## src/rtl/up_dwn_sweep_ctrl.sv

```systemverilog
// Sweep controller for an external up/down counter.
// Drives the counter from wherever it sits to lo, then runs num_sweeps
// lo->hi->lo triangles and signals completion. Bounds and the sweep count
// are latched when a start is accepted, so the inputs may change while busy.
module up_dwn_sweep_ctrl #(
  parameter int CNT_WIDTH = 5,
  parameter int SWP_WIDTH = 4
) (
  input  logic                 clk,
  input  logic                 rst,
  input  logic                 start,
  input  logic                 abort,
  input  logic [CNT_WIDTH-1:0] lo,
  input  logic [CNT_WIDTH-1:0] hi,
  input  logic [SWP_WIDTH-1:0] num_sweeps,
  input  logic [CNT_WIDTH-1:0] count,
  output logic                 en,
  output logic                 up_dn,
  output logic                 busy,
  output logic                 done,
  output logic                 err,
  output logic [SWP_WIDTH-1:0] sweep_cnt
);

  typedef enum logic [2:0] {IDLE, SEEK, UP, DOWN, FIN} state_t;

  state_t               state;
  logic [CNT_WIDTH-1:0] lo_q, hi_q;
  logic [SWP_WIDTH-1:0] ns_q;

  logic                 at_lo, at_hi, more;
  logic [SWP_WIDTH:0]   sc_nxt;

  assign at_lo  = (count == lo_q);
  assign at_hi  = (count == hi_q);
  // One extra bit so the +1 can never wrap before the compare.
  assign sc_nxt = {1'b0, sweep_cnt} + {{SWP_WIDTH{1'b0}}, 1'b1};
  assign more   = (sc_nxt < {1'b0, ns_q});
  assign busy   = (state == SEEK) || (state == UP) || (state == DOWN);

  // Counter drive: turn-arounds at lo/hi reverse direction in the same cycle
  // so each bound is visited for exactly one cycle.
  always_comb begin
    en    = 1'b0;
    up_dn = 1'b0;
    case (state)
      SEEK: begin
        en    = 1'b1;
        up_dn = at_lo | (count < lo_q);
      end
      UP: begin
        en    = 1'b1;
        up_dn = ~at_hi;
      end
      DOWN: begin
        if (!at_lo) begin
          en = 1'b1;
        end else if (more) begin
          en    = 1'b1;
          up_dn = 1'b1;
        end
      end
      default: ;
    endcase
    // Reset and abort must freeze the counter in the very cycle they appear.
    if (!rst || (abort && busy)) en = 1'b0;
  end

  // Program sequencing, bound capture, sweep counting and status pulses.
  always_ff @(posedge clk) begin
    if (!rst) begin
      state     <= IDLE;
      lo_q      <= '0;
      hi_q      <= '0;
      ns_q      <= '0;
      sweep_cnt <= '0;
      done      <= 1'b0;
      err       <= 1'b0;
    end else begin
      done <= 1'b0;
      err  <= 1'b0;
      case (state)
        IDLE: begin
          if (start) begin
            if (lo < hi) begin
              lo_q      <= lo;
              hi_q      <= hi;
              ns_q      <= num_sweeps;
              sweep_cnt <= '0;
              if (num_sweeps == '0) begin
                state <= FIN;
                done  <= 1'b1;
              end else begin
                state <= SEEK;
              end
            end else begin
              err <= 1'b1;
            end
          end
        end
        SEEK: begin
          if (abort)      state <= IDLE;
          else if (at_lo) state <= UP;
        end
        UP: begin
          if (abort)      state <= IDLE;
          else if (at_hi) state <= DOWN;
        end
        DOWN: begin
          if (abort) begin
            state <= IDLE;
          end else if (at_lo) begin
            sweep_cnt <= sc_nxt[SWP_WIDTH-1:0];
            if (more) begin
              state <= UP;
            end else begin
              state <= FIN;
              done  <= 1'b1;
            end
          end
        end
        FIN:     state <= IDLE;
        default: state <= IDLE;
      endcase
    end
  end

endmodule

```

## config.mk

```make
export PLATFORM = sky130hd
export DESIGN_NAME = up_dwn_sweep_ctrl
export DESIGN_NICKNAME = d
export VERILOG_FILES = /design/src/rtl/up_dwn_sweep_ctrl.sv
export SDC_FILE = /design/constraint.sdc
export NUM_CORES = 1
export LEC_CHECK = 0
export ABC_AREA = 1
export CAP_MARGIN = 20
export CORE_MARGIN = 2
export CORE_UTILIZATION = 50
export DETAILED_ROUTE_END_ITERATION = 7
export PLACE_DENSITY = 0.84
export SLEW_MARGIN = 5
export SYNTH_ARGS = -nofsm -noshare
export SYNTH_HDL_FRONTEND = slang
export SYNTH_SLANG_ARGS = --single-unit
```

## constraint.sdc

```tcl
create_clock -name clk -period 2.6 [get_ports clk]
set_clock_uncertainty 0.2 [all_clocks]
set_input_delay 0.52 -clock clk [delete_from_list [all_inputs] [get_ports clk]]
set_output_delay 0.52 -clock clk [all_outputs]
set_load 0.005 [all_outputs]
```

; Word level (Yosys, flattened, before mapping)
; Cells that the tools add are included.
[totals]
reg_bits = 23
inputBits = 23
output_inout_bits = 9
wordCells = 68
[classes]
addsub = 1
magnitude_cmp = 3
eq_ne = 12
mux = 30
bitwise = 2
reduce_logical = 13
[op_table]
columns = op, n
row1 = 3-bit two-way mux, 10
row2 = 4-bit two-way mux, 4
row3 = 3-bit case mux with 4 select lines, 1
row4 = 1-bit two-way mux, 11
row5 = 5-bit equality test, 2
row6 = 5-bit < comparator, 2
row7 = 5-bit AND reduction, 2
row8 = 3-bit != test (second input constant), 3
row9 = 2-bit != test (second input constant), 4
row10 = 4-bit case mux with 2 select lines, 1
row11 = 3-bit by 2-bit equality test with 1-bit output (second input constant), 2
row12 = 3-bit AND reduction, 2
row13 = 4-bit by 1-bit adder with 5-bit output (second input constant), 1
row14 = 5-bit by 4-bit < comparator with 1-bit output, 1
row15 = 4-bit logical NOT, 1
row16 = 1-bit case mux with 2 select lines, 2
row17 = 3-bit by 1-bit equality test with 1-bit output (second input constant), 1
row18 = 3-bit logical NOT, 1
row19 = 1-bit logical OR, 3
row20 = 1-bit case mux with 3 select lines, 1
row21 = 2-bit nonzero test, 1
row22 = 2-bit OR reduction, 1
row23 = 1-bit logical AND, 1
row24 = 1-bit logical NOT, 1
row25 = 2 further kinds, 2

; Longest topological paths before layout
; Gate-level depths: netlist of the first run.
[depth]
ltp_word = 6
ltp_mapped = 11
ltp_nobuf = 11

; Worst setup path before layout of the first run
; No wires, ideal clock.
[synth_path]
path_type = reg-to-output
from = register sweep_cnt[0]
to = output up_dn
arrival_time_ns = 1.678
required_ns = 1.880
path_slack_ns = 0.202
stages_incl_launch_ff = 10
path_buffers = 0
path_cell_list = dfxtp_1 ha_1 xor2_1 ha_1 nand2_1 a21boi_0 nor2_1 nand3_1 o21ai_0 or2_2
[synth_between]
elab_chain_len = 5
[synth_rtl]
columns = element, line
row1 = "start, declared", 22  ; output logic [SWP_WIDTH-1:0] sweep_cnt
row2 = "start signal, assigned", 113  ; sweep_cnt <= sc_nxt[SWP_WIDTH-1:0];
row3 = 4-bit by 1-bit adder with 5-bit output, 37  ; assign sc_nxt = {1'b0, sweep_cnt} + {{SWP_WIDTH{1'b0}}, 1'b1};
row4 = 5-bit by 4-bit < comparator with 1-bit output, 38  ; assign more = (sc_nxt < {1'b0, ns_q});
row5 = 1-bit two-way mux, 58  ; end else if (more) begin
row6 = 1-bit two-way mux, 56  ; if (!at_lo) begin
row7 = 1-bit case mux with 3 select lines, 46  ; case (state)
row8 = "end, declared", 18  ; output logic up_dn,
; No other way between the ends.

; Worst setup path after layout of the first run
; Same ends and word-level chain as after synthesis.

==> impl_metrics.py, run 1 <==
metrics = {
    "worst_setup_path": {
        "slowest_stage": "dfxtp_2",
        "path_class": "reg -> out",
        "end_kind": "output pin",
        "r2r-end": "state[2]$_SDFFE_PN0P_",
        "cp-start-kind": "register",
        "worstPathArrival_ns": 2.28,
        "path_cells": "ha_4 -> xor2_4 -> ha_4 -> buf_6 -> nand2_4 -> inv_2 -> nand4_1 -> nand3_4 -> o21ai_2 -> or2_4 -> buf_6",
        "regToRegSetupSlack_ns": 0.21,
        "reg2regPathDepth": 13,
        "cp.required_ns": 1.88,
        "worstPathMaxFanout": 2,
        "slowest_delay_ns": 0.37,
        "reg2reg_from": "sweep_cnt[0]$_SDFFE_PN0P_",
        "setup.worst_path.start": "sweep_cnt[0]$_SDFFE_PN0P_",
    },
    "placed_design": {
        "gp_congestion": 0.880,
        "dpl-instance-area_um2": 1930,
        "dp.final_hpwl_mm": 2.70,
        "port_buffers": 31,
        "dp.cells": 287,
    },
    "drt": {
        "vias_per_cell": 5.22,
        "ant_nets": 0,
        "drt_wl_total_mm": 3.87,
        "drc": 2,
        "first_pass_iters": 7,
        "dr_total_vias": 1561,
        "drtIter0Drc": 76,
        "avgRoutedWirePerCell_um": 12.9,
    },
    "finish": {
        "area_growth_pct": 41.4,
        "fin_cells": 299,
        "fillerInstances": 196,
        "fin_util": 0.753,
        "layout-drive-gt1-share": 0.224,
        "antenna_cells": 0,
        "final_cell_mix": "nand2_1 (34), inv_1 (32), clkdlybuf4s50_1 (29)",
        "layout_commonest_cell": "nand2_1",
        "design_area_um2": 2110,
        "num-nets-final": 305,
    },
    "floorplanning": {
        "io_pins": 32,
        "rows": 19,
        "start_util": 0.533,
        "core_area_um2": 2810,
        "die_area_um2": 3440,
        "die_w_um": 58.7,
        "fp.dieH_um": 58.7,
    },
    "power_and_ir_drop": {
        "ir_drop_mv": 0.395,
        "p_sw_w": 0.000361,
        "fin_total_pwr_w": 0.00101,
        "p_leak_nw": 0.998,
        "power_switching_share": 0.358,
        "power_frac_clock": 0.178,
        "intPower_w": 0.000648,
        "seqPwrFrac": 0.408,
        "powerDensity_nw_per_um2": 478,
        "combPwrFrac": 0.414,
    },
    "sta": {
        "final_max_slew_viol_count": 0,
        "worst_pin_slew_ns": 0.308,
        "finalHoldViolCount": 0,
        "min_period_over_period": 1.15,
        "finalCriticalPeriod_ns": 3.00,
        "postLayoutSetupSlackWorst_ns": -0.403,
        "hold_ws_ns": 0.271,
        "setup-violations-final": 2,
        "rsz0062_at_grt": "yes",
        "clock.fmax_ghz": 0.333,
        "slew_headroom": 0.794,
    },
    "global_route": {
        "grt_pass1_wl_mm": 6.22,
        "grt_max_degree": 19,
        "grt-ovfl-total": 0,
        "grt_util_all_layers": 0.234,
        "antenna_found_initial": 0,
        "grt_pass1_vias": 1451,
    },
    "synthesis": {
        "synth-seq-cells": 23,
        "yosys_warnings": 0,
        "synth_nets": 250,
        "yosysSeqAreaShare": 0.308,
        "ys_types": 29,
        "avgSynthCellArea_um2": 6.98,
        "syn_area_um2": 1490,
        "syn_inst": 214,
    },
    "outcome": {
        "violations": "design-rule violations, negative setup slack",
        "status": "complete, but fails checks",
    },
    "clock_network": {
        "cts_num_sinks": 23,
        "insertion_delay_ns": 0.33,
        "clkSlewWorstSetupHoldPaths_ns": 0.14,
        "tritoncts": "done",
        "holdBufCountCts": 0,
        "root_buffer": "clkbuf_4",
        "clk_path_buf_depth": 2,
        "htree_levels": 1,
        "cts_buffers": 3,
    },
    "min_path": {
        "worstHoldStart": "lo_q[4]$_SDFFE_PN0P_",
        "hold_class": "reg -> reg",
        "hold_depth": 2,
        "min_to": "lo_q[4]$_SDFFE_PN0P_",
    },
    "run": {
        "drv_cap": 0,
    },
}
-- through the flow --
step,setup slack [ns],TNS [ns]
CTS,-0.331,-0.638
finish,-0.403,-0.718
global placement,-0.548,-1.06
detailed placement,-0.572,-1.12
global route,-0.487,-0.909
floorplan,0.202,0
-- cell usage after synthesis --
| cell | instances | area (um2) |
|---|---|---|
| a21oi_1 | 26 | 130 |
| dfxtp_1 | 23 | 460 |
| inv_2 | 5 | 18.8 |
| nand4_1 | 1 | 6.26 |
| inv_4 | 1 | 6.26 |
| buf_6 | 2 | 22.5 |
| o21ai_1 | 4 | 20.0 |
| nor2_2 | 1 | 6.26 |
| a21o_1 | 1 | 7.51 |
| inv_1 | 33 | 124 |
| nor2_1 | 17 | 63.8 |
| nor2_4 | 1 | 11.3 |
| o21ai_0 | 17 | 85.1 |
| nor2_8 | 1 | 20.0 |
| a31oi_1 | 1 | 6.26 |
| or2_2 | 1 | 6.26 |
| nand3_1 | 16 | 80.1 |
| ha_1 | 13 | 163 |
| o31ai_1 | 1 | 7.51 |
| nand2_4 | 3 | 33.8 |
| nor3_4 | 1 | 16.3 |
| a21boi_0 | 1 | 7.51 |
| nand2_1 | 36 | 135 |
| o211ai_1 | 1 | 7.51 |
| xnor2_1 | 2 | 17.5 |
| nand3_2 | 1 | 10.0 |
| xor2_1 | 1 | 8.76 |
| nor3_1 | 1 | 5.00 |
| clkbuf_1 | 2 | 7.51 |
-- flip-flops by register name (all words and copies together) (netlist names) --
signal	cells
state	3
lo_q	5
done	1
err	1
hi_q	5
ns_q	4
sweep_cnt	4
-- critical path: cells and delay by family (launching register included) --
family	cells	cell delay, ns
and+or+nand+nor	4	0.62
DFF	1	0.37
buffers and inverters	3	0.25
adders and majority gates	2	0.47
xor gates and xnor gates	1	0.19
AOI/OAI and AO/OA	1	0.06
-- kinds of logic after synthesis --
logic type      share of synthesized area
buf+inv                             0.120
simple gates                        0.264
xor+xnor                           0.0176
flops                               0.308
fa+ha+maj                           0.109
compound gates                      0.182
-- worst max-delay path by stage --
stage                 end  slack, ns  cells after the start
floorplan           up_dn       0.20                      9
global placement    up_dn      -0.55                      9
detailed placement  up_dn      -0.57                      9
CTS                 up_dn      -0.33                     11
global route        up_dn      -0.49                     11
finish              up_dn      -0.40                     11
-- final cells by class --
cell class | count | area [um2] | area share
inverter | 39 | 149 | 0.0705
timing repair buffer | 54 | 483 | 0.229
multi-input combinational | 148 | 950 | 0.450
sequential | 23 | 464 | 0.220
clock buffer | 3 | 22.5 | 0.0107
clock inverter | 1 | 5.00 | 0.00237
tap | 31 | 38.8 | 0.0184
-- power groups by stage --
stage	Combinational (W)	Sequential, W	Clock (W)
final	0.000418	0.000412	0.000180
after detailed placement	0.000333	0.000416	0
after global placement	0.000323	0.000414	0
after floorplan	0.000204	0.000414	0
after CTS	0.000369	0.000410	0.000181
after global routing	0.000458	0.000416	0.000195
-- repair_timing --
action	in CTS	in global routing
hold endpoints to repair	0	0
endpoints found under the setup margin	2	2
setup buffers	6	2
gates resized for setup	24	10
pin swaps	12	8
-- layer usage --
layer	up-vias	global-route usage	routed length [um]
li1	814	-	-
met1	695	0.288	1700
met2	44	0.404	1880
met3	8	0.0505	194
met4	0	0.0812	95
met5	-	0	0
(Power assumes the default switching activity.)
==> inputs of run 2 (changes only) <==
- GPL_TIMING_DRIVEN: unset -> 0
==> run 2 against run 1 <==
The run still ends with design-rule violations, negative setup slack left. Combinational power rose by 16%. Utilization rose by 1.2 points. Largest power group unchanged. Sequential cell count did not move. Via count rose by 8.1%. Largest cell class unchanged. Non-clock buffer count fell by 1. Clock power rose by 4%. Register-to-register slack got worse by 0.27 ns. Fmax rose by 0.43%.
==> impl_metrics.py, run 2 (same netlist as run 1, synthesis figures left out) <==
metrics = {
    "outcome": {
        "status": "complete, but fails checks",
        "violations": "design-rule violations, negative setup slack",
    },
    "sta": {
        "finalHoldViolCount": 0,
        "finalCriticalPeriod_ns": 2.99,
        "clock.fmax_ghz": 0.334,
        "slew_headroom": 0.694,
        "rsz0062_at_grt": "yes",
        "fin_setup_tns_ns": -0.823,
        "min_period_over_period": 1.15,
        "final_max_slew_viol_count": 0,
        "worst_pin_slew_ns": 0.459,
        "setup-violations-final": 4,
        "hold_ws_ns": 0.280,
        "postLayoutSetupSlackWorst_ns": -0.390,
    },
    "min_path": {
        "hold_class": "reg -> reg",
    },
    "placed_design": {
        "port_buffers": 30,
        "dp.cells": 275,
        "gp_congestion": 0.900,
        "dp.final_hpwl_mm": 2.55,
    },
    "worst_setup_path": {
        "cp-start-kind": "register",
        "cp.required_ns": 1.88,
        "worstPathArrival_ns": 2.27,
        "worstPathMaxFanout": 3,
        "regToRegSetupSlack_ns": -0.06,
        "reg2regPathDepth": 17,
        "path_class": "reg -> out",
        "crit_end": "up_dn",
        "end_kind": "output pin",
        "setup.worst_path.start": "sweep_cnt[0]$_SDFFE_PN0P_",
        "reg2reg_from": "sweep_cnt[0]$_SDFFE_PN0P_",
        "r2r-end": "state[1]$_SDFFE_PN0P_",
    },
    "clock_network": {
        "cts_buffers": 3,
        "root_buffer": "clkbuf_4",
        "cts_num_sinks": 23,
        "htree_levels": 1,
        "clk_path_buf_depth": 2,
        "tritoncts": "done",
        "clkSlewWorstSetupHoldPaths_ns": 0.16,
        "insertion_delay_ns": 0.34,
    },
    "run": {
        "drv_cap": 0,
    },
    "global_route": {
        "grt_util_all_layers": 0.273,
        "antenna_found_initial": 0,
        "grt_pass1_wl_mm": 7.14,
        "grt-ovfl-total": 0,
        "grt_pass1_vias": 1582,
        "grt_max_degree": 13,
    },
    "floorplanning": {
        "start_util": 0.533,
        "io_pins": 32,
        "fp.dieH_um": 58.7,
        "rows": 19,
        "core_area_um2": 2810,
        "die_w_um": 58.7,
        "die_area_um2": 3440,
    },
    "drt": {
        "ant_nets": 0,
        "first_pass_iters": 6,
        "vias_per_cell": 5.66,
        "drc": 2,
        "avgRoutedWirePerCell_um": 16.0,
        "drt_wl_total_mm": 4.77,
        "drtIter0Drc": 108,
        "dr_total_vias": 1687,
    },
    "finish": {
        "antenna_cells": 0,
        "layout_commonest_cell": "nand2_1",
        "final_cell_mix": "nand2_1 (34), inv_1 (33), clkdlybuf4s50_1 (24)",
        "largestRegisters": "hi_q (5), lo_q (5)",
        "area_growth_pct": 43.7,
        "layout-drive-gt1-share": 0.213,
        "fin_cells": 298,
        "num-nets-final": 304,
        "fillerInstances": 208,
    },
    "power_and_ir_drop": {
        "powerDensity_nw_per_um2": 506,
        "ir_drop_mv": 0.298,
        "fin_total_pwr_w": 0.00109,
        "p_leak_nw": 1.02,
    },
}
==> run 2: timing repair <==
action / 4_1_cts / 5_1_grt
buffers inserted: 21 / 7
resized for setup: 41 / 16
pin swaps: 20 / 15
hold buffers: 0 / 0
endpoints found under the setup margin: 2 / 5
==> run 2: through the flow <==
stage	cell area, um2	util	setup WS [ns]
CTS	2080	0.740	-0.293
finish	2150	0.765	-0.390
global placement	1830	0.653	-0.622
detailed placement	1830	0.653	-0.660
floorplan	1490	-	0.202
global route	2150	0.765	-0.482
==> run 2: worst min-delay path by stage <==
stage | startpoint | end | depth (start not counted)
after floorplan | lo_q[1]$_SDFFE_PN0P_ | lo_q[1]$_SDFFE_PN0P_ | 2
after global placement | lo_q[1]$_SDFFE_PN0P_ | lo_q[1]$_SDFFE_PN0P_ | 2
after detailed placement | lo_q[2]$_SDFFE_PN0P_ | lo_q[2]$_SDFFE_PN0P_ | 2
after CTS | lo_q[2]$_SDFFE_PN0P_ | lo_q[2]$_SDFFE_PN0P_ | 2
after global routing | lo_q[3]$_SDFFE_PN0P_ | lo_q[3]$_SDFFE_PN0P_ | 2
final | lo_q[3]$_SDFFE_PN0P_ | lo_q[3]$_SDFFE_PN0P_ | 2
==> run 2: worst max-delay path, cell delays in order, from the launching register on <==
cell and delay, ns:
dfxtp_4 0.40, ha_4 0.17, xor2_2 0.15, ha_1 0.29, nand2_1 0.06, inv_1 0.07
nand4_1 0.13, buf_4 0.17, nand3_4 0.08, o21ai_2 0.06, or2_4 0.23, buf_6 0.11
==> run 2: power by group <==
| group | internal [W] | switching (W) |
|---|---|---|
| sequential | 0.000388 | 0.0000254 |
| combinational | 0.000235 | 0.000251 |
| clock | 0.0000603 | 0.000126 |
==> run 2: final cells by class <==
| type | count | area (um2) | share of cell area |
|---|---|---|---|
| Multi-Input combinational cell | 148 | 952 | 0.443 |
| Tap cell | 31 | 38.8 | 0.0181 |
| Clock buffer | 4 | 26.3 | 0.0122 |
| Sequential cell | 23 | 472 | 0.220 |
| Inverter | 39 | 149 | 0.0693 |
| Timing Repair Buffer | 49 | 479 | 0.223 |
| Buffer | 4 | 30.0 | 0.0140 |
==> run 2: routing by layer <==
layer | part of all wire | vias to the layer above | GRT usage
met2 | 0.48 | 80 | 0.451
met5 | 0 | - | 0
met1 | 0.41 | 780 | 0.354
met4 | 0.047 | 0 | 0.133
met3 | 0.063 | 21 | 0.0330
li1 | - | 806 | -
